`config.mk`:
```
export PLATFORM = sky130hd
export DESIGN_NAME = avr_io_core_regs
export DESIGN_NICKNAME = d
export VERILOG_FILES = /design/src/rtl/avr_io_core_regs_pkg.sv /design/src/rtl/avr_io_core_regs_sp_cnt.sv /design/src/rtl/avr_io_core_regs.sv
export SDC_FILE = /design/constraint.sdc
export NUM_CORES = 1
export LEC_CHECK = 0
export CORE_MARGIN = 4
export CORE_UTILIZATION = 30
export DETAILED_ROUTE_END_ITERATION = 8
export HOLD_SLACK_MARGIN = 0.02
export MAX_ROUTING_LAYER = met4
export PLACE_DENSITY = 0.72
export SETUP_SLACK_MARGIN = 0.05
export SKIP_LAST_GASP = 1
export SLEW_MARGIN = 20
export SYNTH_ARGS = -nofsm -noshare
export SYNTH_HDL_FRONTEND = slang
export SYNTH_SLANG_ARGS = --single-unit
```
`constraint.sdc`:
```
create_clock -name cp2 -period 2.05 [get_ports cp2]
set_input_delay 0.3075 -clock cp2 [delete_from_list [all_inputs] [get_ports cp2]]
set_output_delay 0.3075 -clock cp2 [all_outputs]
set_load 0.02 [all_outputs]
```
`src/rtl/avr_io_core_regs_pkg.sv`:
```
// Shared definitions for the core-resident AVR I/O registers.
// Holds the I/O addresses of the stack pointer, status, RAMPZ and EIND
// registers and the SREG bit positions. The I/O read multiplexer uses the
// same constants, so both sides agree on the register map.
package avr_io_core_regs_pkg;

  // I/O space addresses (6-bit, as seen on adr)
  localparam logic [5:0] ADR_RAMPZ = 6'h3B;
  localparam logic [5:0] ADR_EIND  = 6'h3C;
  localparam logic [5:0] ADR_SPL   = 6'h3D;
  localparam logic [5:0] ADR_SPH   = 6'h3E;
  localparam logic [5:0] ADR_SREG  = 6'h3F;

  // SREG bit positions
  localparam int SREG_C = 0;
  localparam int SREG_Z = 1;
  localparam int SREG_N = 2;
  localparam int SREG_V = 3;
  localparam int SREG_S = 4;
  localparam int SREG_H = 5;
  localparam int SREG_T = 6;
  localparam int SREG_I = 7;

endpackage

```
`src/rtl/avr_io_core_regs_sp_cnt.sv`:
```
// avr_sp_cnt: WIDTH-bit stack-pointer up/down counter with byte-wise
// parallel load. A load of either byte takes priority over a step, and the
// step is then dropped for both bytes.
// Ports:
//   clk_i    core clock, rising edge
//   rst_ni   asynchronous active-low reset
//   en_i     clock enable, nothing changes when 0
//   ld_lo_i  load low byte from din_i
//   ld_hi_i  load high byte from din_i (bits above WIDTH discarded)
//   din_i    load data
//   step_i   step request
//   up_i     1 = increment, 0 = decrement
//   cnt_o    counter value, zero-extended to 16 bits
module avr_sp_cnt #(
  parameter int          WIDTH     = 16,
  parameter logic [15:0] RESET_VAL = 16'h0000
) (
  input  logic        clk_i,
  input  logic        rst_ni,
  input  logic        en_i,
  input  logic        ld_lo_i,
  input  logic        ld_hi_i,
  input  logic [7:0]  din_i,
  input  logic        step_i,
  input  logic        up_i,
  output logic [15:0] cnt_o
);

  localparam logic [WIDTH-1:0] RST_V = RESET_VAL[WIDTH-1:0];
  localparam logic [WIDTH-1:0] ONE   = {{(WIDTH-1){1'b0}}, 1'b1};

  logic [WIDTH-1:0] cnt_q, cnt_d;

  always_comb begin
    cnt_d = cnt_q;
    if (ld_lo_i || ld_hi_i) begin
      if (ld_lo_i) cnt_d[7:0] = din_i;
      if (ld_hi_i) cnt_d[WIDTH-1:8] = din_i[WIDTH-9:0];
    end else if (step_i) begin
      // Full-width add/subtract: carry and borrow cross the byte boundary
      // and wrap modulo 2^WIDTH.
      cnt_d = up_i ? (cnt_q + ONE) : (cnt_q - ONE);
    end
  end

  always_ff @(posedge clk_i or negedge rst_ni) begin
    if (!rst_ni)   cnt_q <= RST_V;
    else if (en_i) cnt_q <= cnt_d;
  end

  assign cnt_o = 16'(cnt_q);

endmodule

```
`src/rtl/avr_io_core_regs.sv`:
```
// avr_io_core_regs: core-resident I/O registers of the AVR core
// (SPL, SPH, SREG, RAMPZ and optionally EIND).
// All outputs come straight from flops.
// Ports:
//   cp2          core clock, rising edge
//   ireset       asynchronous active-low reset
//   cp2en        clock enable, freezes all state when 0
//   adr/iowe/dbusout  I/O write address, strobe and data
//   sreg_fl_in/sreg_fl_wr  ALU flag values and per-bit update enables
//   irq_ack      interrupt accepted, clears I
//   reti_st      RETI executing, sets I
//   sp_en/sp_ndown_up  stack-pointer step request and direction (1 = up)
//   spl_out/sph_out/sreg_out/rampz_out/eind_out  register values
//   sp_out       {sph_out, spl_out}
module avr_io_core_regs
  import avr_io_core_regs_pkg::*;
#(
  parameter int          pc22b       = 0,
  parameter int          SP_WIDTH    = 16,
  parameter logic [15:0] SP_RESET    = 16'h0000,
  parameter int          RAMPZ_WIDTH = 1
) (
  input  logic        cp2,
  input  logic        ireset,
  input  logic        cp2en,
  input  logic [5:0]  adr,
  input  logic        iowe,
  input  logic [7:0]  dbusout,
  input  logic [7:0]  sreg_fl_in,
  input  logic [7:0]  sreg_fl_wr,
  input  logic        irq_ack,
  input  logic        reti_st,
  input  logic        sp_en,
  input  logic        sp_ndown_up,
  output logic [7:0]  spl_out,
  output logic [7:0]  sph_out,
  output logic [7:0]  sreg_out,
  output logic [7:0]  rampz_out,
  output logic [7:0]  eind_out,
  output logic [15:0] sp_out
);

  logic wr_spl, wr_sph, wr_sreg, wr_rampz;

  assign wr_spl   = iowe && (adr == ADR_SPL);
  assign wr_sph   = iowe && (adr == ADR_SPH);
  assign wr_sreg  = iowe && (adr == ADR_SREG);
  assign wr_rampz = iowe && (adr == ADR_RAMPZ);

  // Stack pointer
  logic [15:0] sp_q;

  avr_sp_cnt #(
    .WIDTH     (SP_WIDTH),
    .RESET_VAL (SP_RESET)
  ) u_sp_cnt (
    .clk_i   (cp2),
    .rst_ni  (ireset),
    .en_i    (cp2en),
    .ld_lo_i (wr_spl),
    .ld_hi_i (wr_sph),
    .din_i   (dbusout),
    .step_i  (sp_en),
    .up_i    (sp_ndown_up),
    .cnt_o   (sp_q)
  );

  assign sp_out  = sp_q;
  assign spl_out = sp_q[7:0];
  assign sph_out = sp_q[15:8];

  // SREG
  logic [7:0] sreg_q, sreg_d;

  always_comb begin
    sreg_d = sreg_q;
    if (wr_sreg) begin
      sreg_d = dbusout;
    end else begin
      for (int n = 0; n < SREG_I; n++) begin
        if (sreg_fl_wr[n]) sreg_d[n] = sreg_fl_in[n];
      end
      // Interrupt acceptance must win over a simultaneous RETI or BSET so
      // that I is never left set while entering a handler.
      if (irq_ack)                 sreg_d[SREG_I] = 1'b0;
      else if (reti_st)            sreg_d[SREG_I] = 1'b1;
      else if (sreg_fl_wr[SREG_I]) sreg_d[SREG_I] = sreg_fl_in[SREG_I];
    end
  end

  always_ff @(posedge cp2 or negedge ireset) begin
    if (!ireset)    sreg_q <= 8'h00;
    else if (cp2en) sreg_q <= sreg_d;
  end

  assign sreg_out = sreg_q;

  // RAMPZ: only RAMPZ_WIDTH bits are stored
  logic [RAMPZ_WIDTH-1:0] rampz_q, rampz_d;

  assign rampz_d = wr_rampz ? dbusout[RAMPZ_WIDTH-1:0] : rampz_q;

  always_ff @(posedge cp2 or negedge ireset) begin
    if (!ireset)    rampz_q <= '0;
    else if (cp2en) rampz_q <= rampz_d;
  end

  assign rampz_out = 8'(rampz_q);

  // EIND exists only on 22-bit PC cores
  if (pc22b != 0) begin : g_eind
    logic       wr_eind;
    logic [7:0] eind_q, eind_d;

    assign wr_eind = iowe && (adr == ADR_EIND);
    assign eind_d  = wr_eind ? dbusout : eind_q;

    always_ff @(posedge cp2 or negedge ireset) begin
      if (!ireset)    eind_q <= 8'h00;
      else if (cp2en) eind_q <= eind_d;
    end

    assign eind_out = eind_q;
  end else begin : g_no_eind
    assign eind_out = 8'h00;
  end

endmodule

```
# Word level (Yosys, flattened, before mapping)
# Index checks and enable logic that the tools add are counted.
word_totals:
  input_bits: 38
  ff_bits: 25
  wordCells: 60
  out_inout_bits: 56
op_classes:
  eq_ne: 6
  n_addsub: 2
  n_mux: 16
  reduce_logical: 25
op_table:
  columns: ["op", "count"]
  rows:
  - ["16-bit 2-to-1 mux", 3]
  - ["6-bit equality test (second input constant)", 4]
  - ["8-bit 2-to-1 mux", 3]
  - ["2-bit AND reduction", 9]
  - ["16-bit by 1-bit adder with 16-bit output (second input constant)", 1]
  - ["2-bit nonzero test", 8]
  - ["16-bit by 1-bit subtractor with 16-bit output (second input constant)", 1]
  - ["1-bit 2-to-1 mux", 10]
  - ["3-bit AND reduction", 2]
  - ["1-bit logical AND", 4]
  - ["2-bit by 1-bit != test with 1-bit output (second input constant)", 2]
  - ["4-bit nonzero test", 1]
  - ["1-bit logical OR", 1]

# Longest topological paths before layout
# Gate-level depths: netlist of the first run.
logic_depth:
  ltp_word: 5
  ltp_mapped: 8
  ltp_nobuf: 8

# Hierarchy
# Synthesis of the first run repeated with hierarchy kept, for this count alone.
unflattened:
  hier_cells: 290
  hier_area_um2: 2422.3
by_module_without_submodules:
  columns: ["mod", "cells_per_inst", "seq_area_each_um2", "area_each_um2", "instances"]
  rows:
  - ["avr_sp_cnt", 191, 400.4, 1565.3, 1]
  - ["avr_io_core_regs", 99, 225.2, 857.1, 1]

# Worst setup path before layout of the first run
# OpenSTA, ideal clock, no wires.
synth_timing:
  path_kind: "input port to flip-flop"
  start: "in sp_ndown_up"
  end: "reg u_sp_cnt.cnt_q[15], in the netlist u_sp_cnt.cnt_o[15]"
  n_path_buf: 0
  stages: 8
  setup_time_ns: 0.124
  t_required_ns: 1.926
  arrival_ns: 2.138
  setup_slack_ns: -0.212
  path_cell_list: "inv_1 -> ha_1 -> a211o_1 -> o221a_2 -> a221oi_2 -> nand3_1 -> and2_1 -> a211o_1"
synth_via:
  elab_chain_len: 3
synth_lines:
  columns: ["item", "line_no", "source"]
  rows:
  - ["from (decl)", "avr_io_core_regs.sv:34", "input logic sp_ndown_up,"]
  - ["16-bit 2-to-1 mux", "avr_io_core_regs_sp_cnt.sv:42", "cnt_d = up_i ? (cnt_q + ONE) : (cnt_q - ONE);"]
  - ["16-bit 2-to-1 mux", "avr_io_core_regs_sp_cnt.sv:39", "end else if (step_i) begin"]
  - ["16-bit 2-to-1 mux", "avr_io_core_regs_sp_cnt.sv:36", "if (ld_lo_i || ld_hi_i) begin"]
  - ["to (signal assigned)", "avr_io_core_regs_sp_cnt.sv:48", "else if (en_i) cnt_q <= cnt_d;"]
  - ["to (decl)", "avr_io_core_regs_sp_cnt.sv:32", "logic [WIDTH-1:0] cnt_q, cnt_d;"]
# Every way passes these cells. The select of a mux whose other input is x is not followed.
# A chain may end at the register's enable or synchronous reset.

# Worst setup path in the final report of the first run
# Same ends and word-level chain as after synthesis.

==> qor.log, run 1 <==
qor: sta.timing.final.setup_violations 3
qor: sta.period_minus_slack 2.17 ns
qor: sta.timing_limited_maximum_frequency 0.460 GHz
qor: sta.worst_clock_skew 0.00349 ns
qor: synthesis.synth_area_leaders sky130_fd_sc_hd__dfrtp_1 (26%), sky130_fd_sc_hd__buf_4 (10%), sky130_fd_sc_hd__ha_1 (7.4%)
qor: worst_setup_path.start_kind input port
qor: placement.numPlacedInstances 504
qor: worst_setup_path.critPathMostFrequentCell sky130_fd_sc_hd__a211o_1
qor: synthesis.synth_seq_cells 25
qor: worst_setup_path.arrival 2.35 ns
qor: floorplanning.design.die.area 9350 sq um
qor: final_layout.diodes 0
qor: placement.routability_cong 0.962
qor: global_route.antenna_found_initial 0
qor: pwr.final_power 0.00535 W
qor: worst_setup_path.rr_startpoint u_sp_cnt.cnt_o[12]
qor: detailed_routing.first_drt_pass_iteration_count 6
qor: floorplanning.initial_core_util 0.307
qor: synthesis.synth_top_cell_area_share 0.265
qor: worst_setup_path.required 2.23 ns
qor: run.cap_viol_max_count 0
qor: global_route.grt_start_max_net_pins 26
qor: floorplanning.placement_rows 32
qor: sta.rsz0062_at_grt yes
qor: global_route.grt_overflow 0
qor: synthesis.synth.most_common_cell sky130_fd_sc_hd__nand2_1
qor: pwr.cellPowerDensity 1350 nW/um^2
qor: detailed_routing.post_drt_wl_per_cell 15.0 um
qor: worst_setup_path.crit_path_top_delay_cell sky130_fd_sc_hd__a211o_1
qor: synthesis.library_cell_with_the_largest_summed_area_after_synthesis sky130_fd_sc_hd__dfrtp_1
qor: clock_network.cts.sinks 25
qor: synthesis.postSynth.topFlopCell sky130_fd_sc_hd__dfrtp_1
qor: run_status.failed_checks negative setup slack
qor: worst_setup_path.cp_num_buf_inv 3
qor: detailed_routing.post-route-drc-count 0
qor: worst_setup_path.end_kind flop
qor: clock_network.cts_made_buffers 3
qor: floorplanning.chipHeight 96.7 um
qor: final_layout.final.fill_count 705
qor: clock_network.worstSkewPairLatency 0.28 ns
qor: synthesis.synth_seq_area_share 0.265
qor: detailed_routing.detailedRoute.firstIterationViolations 132
qor: placement.io_buffers 78
qor: clock_network.ctsRootBufferMaster sky130_fd_sc_hd__clkbuf_8
qor: worst_setup_path.crit_type input port to flop
qor: floorplanning.design.core.area 7690 sq um
qor: synthesis.ys_top_cells_by_count sky130_fd_sc_hd__nand2_1 (37), sky130_fd_sc_hd__buf_4 (32), sky130_fd_sc_hd__o21ai_0 (27), sky130_fd_sc_hd__dfrtp_1 (25), sky130_fd_sc_hd__a21oi_1 (16)
qor: synthesis.synth_cell_types 46
qor: placement.dp_hpwl 5800 um
qor: worst_setup_path.top_delay_family_on_crit_path compound AO/OA/AOI/OAI gates
qor: detailed_routing.routed_wirelength 7800 um
qor: final_layout.area.growth.synth_to_final 68.5%
qor: sta.layout_worst_path_cycle_share 1.06
qor: synthesis.share_of_flip_flops_with_an_asynchronous_set_or_reset_after_synthesis 1.00
qor: clock_network.tritoncts built
qor: hold_path.hold_path.class input port to async pin
qor: detailed_routing.vias_per_cell 5.02
qor: sta.finalMaxSlewViolations 0
qor: synthesis.netlist_area_before_placement 2360 sq um
qor: detailed_routing.drt.antenna.violating_nets 0
qor: synthesis.synth_edf_count 0
qor: sta.finalHoldViolCount 0
qor: clock_network.cts.path.max_buffers 2
qor: global_route.groute.usage.overall 0.155
qor: worst_setup_path.regToRegSetupSlack -0.10 ns
qor: pwr.p_leak 1.73 nW
qor: final_layout.final_nets 473
qor: clock_network.h-tree-depth 1
qor: pwr.power.ir.vdd_worst 528 uV
qor: synthesis.syn-instance-count 290
qor: worst_setup_path.worst_r2r_path_depth 7
qor: clock_network.clkSlewWorstSetupHoldPaths 0.10 ns
qor: clock_network.ctsHoldBuffers 0
qor: worst_setup_path.r2r_end u_sp_cnt.cnt_o[15]
qor: global_route.wire_length_of_the_first_global_routing_pass 11900 um
qor: final_layout.final_layout_size_suffix_gt1_frac 0.294
qor: run_status.run_status complete, but fails checks
qor: sta.finalWorstSetupSlack -0.122 ns
qor: worst_setup_path.crit_fanout 4
qor: synthesis.syn_area_per_cell 8.14 sq um
qor: floorplanning.ios 94
qor: global_route.via_count_of_the_first_global_routing_pass 2441
qor: detailed_routing.via_count 2613
qor: worst_setup_path.largest_incremental_delay_on_the_critical_path 0.32 ns
qor: worst_setup_path.cp_cell_sequence buf_4 -> clkinvlp_4 -> buf_12 -> ha_4 -> a211o_1 -> o221a_4 -> a221oi_2 -> nand3_1 -> and2_1 -> a211o_1
qor: floorplanning.die_width 96.7 um
qor: synthesis.ys_warn_count 0
qor: final_layout.final_cells 521
-- power breakdown --
part | leakage [nW] | internal [W] | switching, W
clock network | 0.0255 | 0.000137 | 0.000186
logic | 1.40 | 0.00224 | 0.00194
registers | 0.305 | 0.000668 | 0.000179
total | 1.73 | 0.00305 | 0.00230
-- layout by cell type (no fill, tap or decap), types with 3 or more instances in the layout --
cell,netlist,layout
sky130_fd_sc_hd__xnor2_1,3,3
sky130_fd_sc_hd__nand3_1,9,9
sky130_fd_sc_hd__a21oi_2,0,5
sky130_fd_sc_hd__dfrtp_1,25,25
sky130_fd_sc_hd__and2_1,7,7
sky130_fd_sc_hd__a21o_1,5,5
sky130_fd_sc_hd__ha_4,0,11
sky130_fd_sc_hd__nor3_1,4,4
sky130_fd_sc_hd__mux2i_1,5,5
sky130_fd_sc_hd__o21ai_0,27,21
sky130_fd_sc_hd__a22o_1,8,8
sky130_fd_sc_hd__nor2_1,9,8
sky130_fd_sc_hd__a21oi_1,16,10
sky130_fd_sc_hd__nand2_1,37,37
sky130_fd_sc_hd__nor2b_1,3,3
sky130_fd_sc_hd__o31ai_1,6,5
sky130_fd_sc_hd__nand4_1,4,4
sky130_fd_sc_hd__clkdlybuf4s50_1,0,77
sky130_fd_sc_hd__inv_1,9,6
sky130_fd_sc_hd__conb_1,1,15
sky130_fd_sc_hd__xor2_1,6,6
sky130_fd_sc_hd__buf_4,32,70
sky130_fd_sc_hd__a211oi_2,1,3
sky130_fd_sc_hd__o211ai_1,5,5
sky130_fd_sc_hd__and3_1,6,4
sky130_fd_sc_hd__nand2b_1,6,6
sky130_fd_sc_hd__mux2_2,4,4
sky130_fd_sc_hd__buf_12,0,5
sky130_fd_sc_hd__o21ai_1,1,5
sky130_fd_sc_hd__clkbuf_8,0,3
-- routing by layer --
layer,GRT usage,wire (um),share of wire,vias up
met3,0.0245,467,0.060,21
li1,-,-,-,1270
met4,0.0378,237,0.030,0
met1,0.187,3140,0.40,1220
met5,-,0,0,-
met2,0.271,3960,0.51,102
-- sequential cells by signal, indices dropped and copies added, names as in the netlist --
register        cells
rampz_q             1
sreg_out            8
u_sp_cnt.cnt_o     16
-- stage by stage --
| stage | TNS, ns | setup slack, ns | hold slack (ns) | utilization | instance area, sq um |
|---|---|---|---|---|---|
| after floorplan | -0.264 | -0.185 | 0.0119 | - | 2430 |
| after global placement | -8.73 | -0.827 | 0.491 | 0.464 | 3560 |
| after detailed placement | -9.58 | -0.872 | 0.493 | 0.464 | 3560 |
| after CTS | -0.0906 | -0.0788 | 0.410 | 0.489 | 3760 |
| after global routing | -0.470 | -0.187 | 0.433 | 0.517 | 3980 |
| final | -0.136 | -0.122 | 0.390 | 0.517 | 3980 |
-- worst max-delay path by stage --
stage	start	endpoint	depth (start not counted)
after global routing	sp_ndown_up	u_sp_cnt.cnt_o[15]	10
after detailed placement	sp_ndown_up	u_sp_cnt.cnt_o[6]	11
after global placement	sp_ndown_up	u_sp_cnt.cnt_o[6]	11
final	sp_ndown_up	u_sp_cnt.cnt_o[15]	10
after CTS	u_sp_cnt.cnt_o[11]	u_sp_cnt.cnt_o[15]	7
after floorplan	sp_ndown_up	u_sp_cnt.cnt_o[15]	8
-- layout make-up --
type | count | area (sq um) | share of cell area
well taps | 102 | 128 | 0.0321
clock inverters | 1 | 5.00 | 0.00126
clock buffers | 3 | 41.3 | 0.0104
multi-input cells | 228 | 1730 | 0.436
repair buffers | 153 | 1410 | 0.354
inverters | 9 | 37.5 | 0.00944
flip-flops and latches | 25 | 626 | 0.157
-- cells by family after synthesis --
kind of cell,after synthesis,synth area share
flip-flops,25,0.265
adder cells (fa/ha/maj),15,0.0827
multiplexers,9,0.0403
XOR/XNOR,9,0.0334
AND/OR/NAND/NOR,89,0.182
AO/OA/AOI/OAI,91,0.260
buffers and inverters,51,0.136
other,1,0.00159
-- timing repair --
action                                  CTS  global route
endpoints found under the setup margin   13            11
pin swaps                                12            25
setup buffers                             6             7
gates resized for setup                  19            29
(Power assumes the default switching activity.)
==> run 2: changes to the inputs <==
--- a/config.mk
+++ b/config.mk
@@ -12,7 +12,6 @@
 export MAX_ROUTING_LAYER = met4
 export PLACE_DENSITY = 0.72
 export SETUP_SLACK_MARGIN = 0.05
-export SKIP_LAST_GASP = 1
 export SLEW_MARGIN = 20
 export SYNTH_ARGS = -nofsm -noshare
 export SYNTH_HDL_FRONTEND = slang
==> run 2 against run 1 <==
The run still ends with negative setup slack left; clock power is 2% lower; register-to-register slack better by 0.02 ns; flip-flop and latch count unchanged; clock skew up 0.0030 ns; sequential power about the same; critical path depth did not move; combinational power fell by 5%; global-route usage about the same; count of clock-buffer cells in the layout unchanged; cell count decreased by 0.58%; critical path type unchanged.
==> qor.log, run 2 (same netlist as run 1, synthesis figures left out) <==
qor: worst_setup_path.required 2.22 ns
qor: clock_network.cts.sinks 25
qor: floorplanning.die_width 96.7 um
qor: clock_network.ctsHoldBuffers 0
qor: clock_network.h-tree-depth 1
qor: floorplanning.initial_core_util 0.307
qor: global_route.groute.layer.met2.usage 0.268
qor: run.cap_viol_max_count 0
qor: pwr.p_seq_frac 0.165
qor: floorplanning.design.core.area 7690 sq um
qor: global_route.grt.met1_usage 0.189
qor: global_route.grt_overflow 0
qor: detailed_routing.post_drt_wl_per_cell 14.6 um
qor: final_layout.largest_register_ffs 16
qor: detailed_routing.detailedRoute.firstIterationViolations 147
qor: placement.dp_hpwl 5800 um
qor: sta.finalMaxSlewViolations 0
qor: global_route.groute.usage.overall 0.155
qor: sta.rsz0062_at_grt yes
qor: final_layout.core_utilization_of_the_finished_layout 0.505
qor: placement.numPlacedInstances 504
qor: clock_network.tritoncts built
qor: global_route.via_count_of_the_first_global_routing_pass 2439
qor: pwr.power.share.combinational 0.774
qor: sta.timing.final.setup_violations 2
qor: clock_network.worstSkewPairLatency 0.28 ns
qor: sta.period_minus_slack 2.14 ns
qor: clock_network.ctsRootBufferMaster sky130_fd_sc_hd__clkbuf_8
qor: run_status.failed_checks negative setup slack
qor: pwr.power_frac_clock 0.062
qor: final_layout.layout.cells.most_common_list sky130_fd_sc_hd__clkdlybuf4s50_1 (77), sky130_fd_sc_hd__buf_4 (66), sky130_fd_sc_hd__nand2_1 (37)
qor: sta.finalHoldViolCount 0
qor: pwr.internal-power 0.00297 W
qor: final_layout.final_layout_size_suffix_gt1_frac 0.269
qor: final_layout.area.growth.synth_to_final 64.4%
qor: worst_setup_path.crit_fanout 6
qor: run_status.run_status complete, but fails checks
qor: clock_network.cts_made_buffers 3
qor: final_layout.layout.cells.most_common sky130_fd_sc_hd__clkdlybuf4s50_1
qor: pwr.switching_power 0.00217 W
qor: worst_setup_path.arrival 2.32 ns
qor: detailed_routing.via_count 2605
qor: detailed_routing.routed_wirelength 7560 um
qor: pwr.p_leak 1.70 nW
qor: clock_network.clkSlewWorstSetupHoldPaths 0.10 ns
qor: floorplanning.placement_rows 32
qor: placement.routability_cong 0.962
qor: global_route.top_usage_layer met2
qor: clock_network.cts.path.max_buffers 2
qor: floorplanning.ios 94
qor: final_layout.finalInstanceArea 3880 sq um
qor: detailed_routing.post-route-drc-count 0
qor: global_route.grt_start_max_net_pins 26
qor: placement.io_buffers 78
qor: worst_setup_path.crit_type input port to flop
qor: worst_setup_path.end_kind flop
qor: global_route.antenna_found_initial 0
qor: placement.detailed_place.area 3560 sq um
qor: global_route.groute.layer.met3.usage 0.0252
qor: sta.fin_hold_ws 0.386 ns
qor: pwr.power.ir.vdd_worst 528 uV
qor: detailed_routing.first_drt_pass_iteration_count 6
qor: placement.pre_cts_worst_setup_slack -0.872 ns
qor: final_layout.final.fill_count 717
qor: sta.worst_clock_skew 0.00645 ns
qor: sta.finalWorstSetupSlack -0.0932 ns
qor: global_route.wire_length_of_the_first_global_routing_pass 11900 um
qor: detailed_routing.drt.antenna.violating_nets 0
qor: detailed_routing.vias_per_cell 5.03
qor: worst_setup_path.start_kind input port
qor: final_layout.final_cells 518
qor: pwr.cellPowerDensity 1330 nW/um^2
qor: floorplanning.chipHeight 96.7 um
qor: hold_path.hold_path.class input port to async pin
qor: sta.timing_limited_maximum_frequency 0.467 GHz
qor: pwr.swShare 0.422
qor: floorplanning.design.die.area 9350 sq um
qor: final_layout.final_nets 470
qor: sta.layout_worst_path_cycle_share 1.05
qor: final_layout.diodes 0
## run 2: area by class of cell
type                    count  area [sq um]  area share
clock buffers               3          41.3      0.0106
inverters                   9          37.5     0.00967
multi-input cells         228          1660       0.428
well taps                 102           128      0.0329
repair buffers            150          1380       0.357
flip-flops and latches     25           626       0.161
clock inverters             1          5.00     0.00129
## run 2: critical path: stages
cell	delay (ns)
sky130_fd_sc_hd__buf_8	0.08
sky130_fd_sc_hd__clkinvlp_4	0.19
sky130_fd_sc_hd__buf_6	0.19
sky130_fd_sc_hd__ha_2	0.19
sky130_fd_sc_hd__a211o_1	0.30
sky130_fd_sc_hd__o221a_4	0.23
sky130_fd_sc_hd__a221oi_2	0.27
sky130_fd_sc_hd__nand3_1	0.13
sky130_fd_sc_hd__and2_1	0.15
sky130_fd_sc_hd__a211o_1	0.28
## run 2: stage by stage
stage	total power, W	setup TNS, ns
2_1_floorplan	0.00290	-0.264
6_report	0.00515	-0.110
3_3_place_gp	0.00430	-8.73
4_1_cts	0.00496	-0.0788
3_5_place_dp	0.00436	-9.58
5_1_grt	0.00551	-0.526
## run 2: power by group through the flow
stage	sequential, W	combinational, W	clock, W
global route	0.000869	0.00430	0.000343
finish	0.000847	0.00398	0.000318
detailed placement	0.000823	0.00354	0
floorplan	0.00104	0.00186	0
CTS	0.000838	0.00379	0.000332
global placement	0.000818	0.00348	0
## run 2: what timing repair did
item	in CTS	in global routing
endpoints found under the setup margin	13	11
setup buffers	6	4
pin swaps	14	13
cloned	0	0
resized for setup	21	14
hold endpoints to repair	0	0
## run 2: worst paths after layout
check / from / to / slack, ns / cells after the start
setup reg to reg: u_sp_cnt.cnt_o[12] / u_sp_cnt.cnt_o[15] / -0.08 / 7
hold reg to reg: sreg_out[7] / sreg_out[7] / 0.52 / 1
setup / recovery: sp_ndown_up / u_sp_cnt.cnt_o[15] / -0.09 / 10
hold / removal: ireset / u_sp_cnt.cnt_o[10] / 0.39 / 2
min in group cp2: sreg_out[7] / sreg_out[7] / 0.52 / 1
max in group asynchronous: ireset / rampz_q / 1.40 / 2
## run 2: layer usage
layer,part of all wire,wire length (um)
met1,0.41,3130
met2,0.50,3790
met3,0.058,436
met4,0.026,199
met5,0,0
==> run 3: changes to the inputs <==
--- a/config.mk
+++ b/config.mk
@@ -12,6 +12,7 @@
 export MAX_ROUTING_LAYER = met4
 export PLACE_DENSITY = 0.72
 export SETUP_SLACK_MARGIN = 0.05
+export SKIP_LAST_GASP = 1
 export SLEW_MARGIN = 20
 export SYNTH_ARGS = -nofsm -noshare
 export SYNTH_HDL_FRONTEND = slang
==> results of run 3 <==
The final DEF is identical to that of run 1; final timing and power are the same.
==> RTL edit, RTL diff (flow settings as in run 2) <==
`pc22b`: 0 -> 1.
--- a/src/rtl/avr_io_core_regs.sv
+++ b/src/rtl/avr_io_core_regs.sv
@@ -15,7 +15,7 @@
 module avr_io_core_regs
   import avr_io_core_regs_pkg::*;
 #(
-  parameter int          pc22b       = 0,
+  parameter int          pc22b       = 1,
   parameter int          SP_WIDTH    = 16,
   parameter logic [15:0] SP_RESET    = 16'h0000,
   parameter int          RAMPZ_WIDTH = 1
Behaviour: not the same (Yosys sat finds a counterexample within 4 cycles, from zero or initial values and one cycle with ireset low).
==> RTL edit against run 2 <==
The flow still finishes with violations (setup timing); worst setup slack got worse by 0.17 ns; count of clock-buffer cells in the layout rose by 2; clock power rose by 110%; total power rose by 13%; final area rose by 9.2%; combinational power rose by 5%; routed wire length rose by 15%; area after synthesis rose by 3.6%; worst hold slack got worse by 0.20 ns; global-route usage rose by 1.3 points; sequential cell count rose by 8; utilization rose by 3.8 points; largest power group unchanged.
==> RTL edit: results <==
{
  "grt_use_met1": 0.1983,
  "finalClockSkew_ns": 0.009451,
  "synthTopCellsByCount": "dfrtp_1 (33), nand2_1 (33), o21ai_0 (28), buf_4 (24), ha_1 (14)",
  "clockBufferCount": 5,
  "use_met3": 0.03143,
  "outcome": "finished, violations left",
  "grt_pass1_wl_mm": 12.81,
  "violations": "setup timing",
  "synth_cell_types": 49,
  "worst-path-max-fanout": 3,
  "final.setup.worst_slack_ns": -0.2590,
  "cp.arrival_ns": 2.50,
  "cts.htree.levels": 2,
  "synthTopCellsByArea": "dfrtp_1 (34%), buf_4 (7.4%), ha_1 (7.2%), o21ai_0 (5.7%), nand2_1 (5.1%)",
  "nNonClkBuffers": 157,
  "met2_usage": 0.2943,
  "port_buffers": 86,
  "seq_area_frac_synth": 0.3376,
  "multi_input_area_share": 0.3909,
  "drive_gt1_frac": 0.3293,
  "layout.nonclk_buf_frac": 0.3469,
  "final_nets": 462,
  "grt_max_degree": 25,
  "p_leak_uw": 0.001848,
  "setup_violations": 11,
  "clkCellAreaFrac": 0.02716,
  "routed-wl-met2_mm": 4.377
}
## RTL edit: how the worst max path moves through the flow
stage / slack (ns) / depth (start not counted) / startpoint / to
floorplan: -0.36 / 9 / sp_ndown_up / u_sp_cnt.cnt_o[10]
global placement: -1.07 / 10 / sp_ndown_up / u_sp_cnt.cnt_o[10]
detailed placement: -1.10 / 10 / sp_ndown_up / u_sp_cnt.cnt_o[10]
CTS: -0.18 / 8 / u_sp_cnt.cnt_o[3] / u_sp_cnt.cnt_o[15]
global route: -0.32 / 9 / u_sp_cnt.cnt_o[1] / u_sp_cnt.cnt_o[10]
finish: -0.26 / 9 / u_sp_cnt.cnt_o[1] / u_sp_cnt.cnt_o[10]
## RTL edit: kinds of logic (layout without fill, tap and decap cells)
kind of cell,count (synthesis),in the layout,synth area share
AO/OA/AOI/OAI,91,91,0.2537
XOR/XNOR,12,12,0.04297
adder cells (fa/ha/maj),15,15,0.07980
buffers and inverters,44,175,0.1125
flip-flops,33,33,0.3376
multiplexers,12,12,0.05422
other,1,7,0.001533
AND/OR/NAND/NOR,65,65,0.1176
## RTL edit: report_power, final
part           leakage, uW  switching (uW)  internal, uW  total [uW]
registers         0.000410             170           836        1010
logic              0.00138            1980          2200        4180
clock network    0.0000543             289           364         654
## RTL edit: stage by stage
| stage | setup slack (ns) | cell area, sq um | TNS, ns | power (uW) | util |
|---|---|---|---|---|---|
| floorplan | -0.3581 | 2504 | -1.816 | 2903 | - |
| global placement | -1.071 | 3725 | -10.19 | 4243 | 0.4771 |
| detailed placement | -1.102 | 3725 | -10.78 | 4320 | 0.4771 |
| CTS | -0.1835 | 4110 | -0.6580 | 5469 | 0.5264 |
| global route | -0.3209 | 4238 | -2.241 | 6148 | 0.5428 |
| finish | -0.2590 | 4238 | -1.412 | 5836 | 0.5428 |
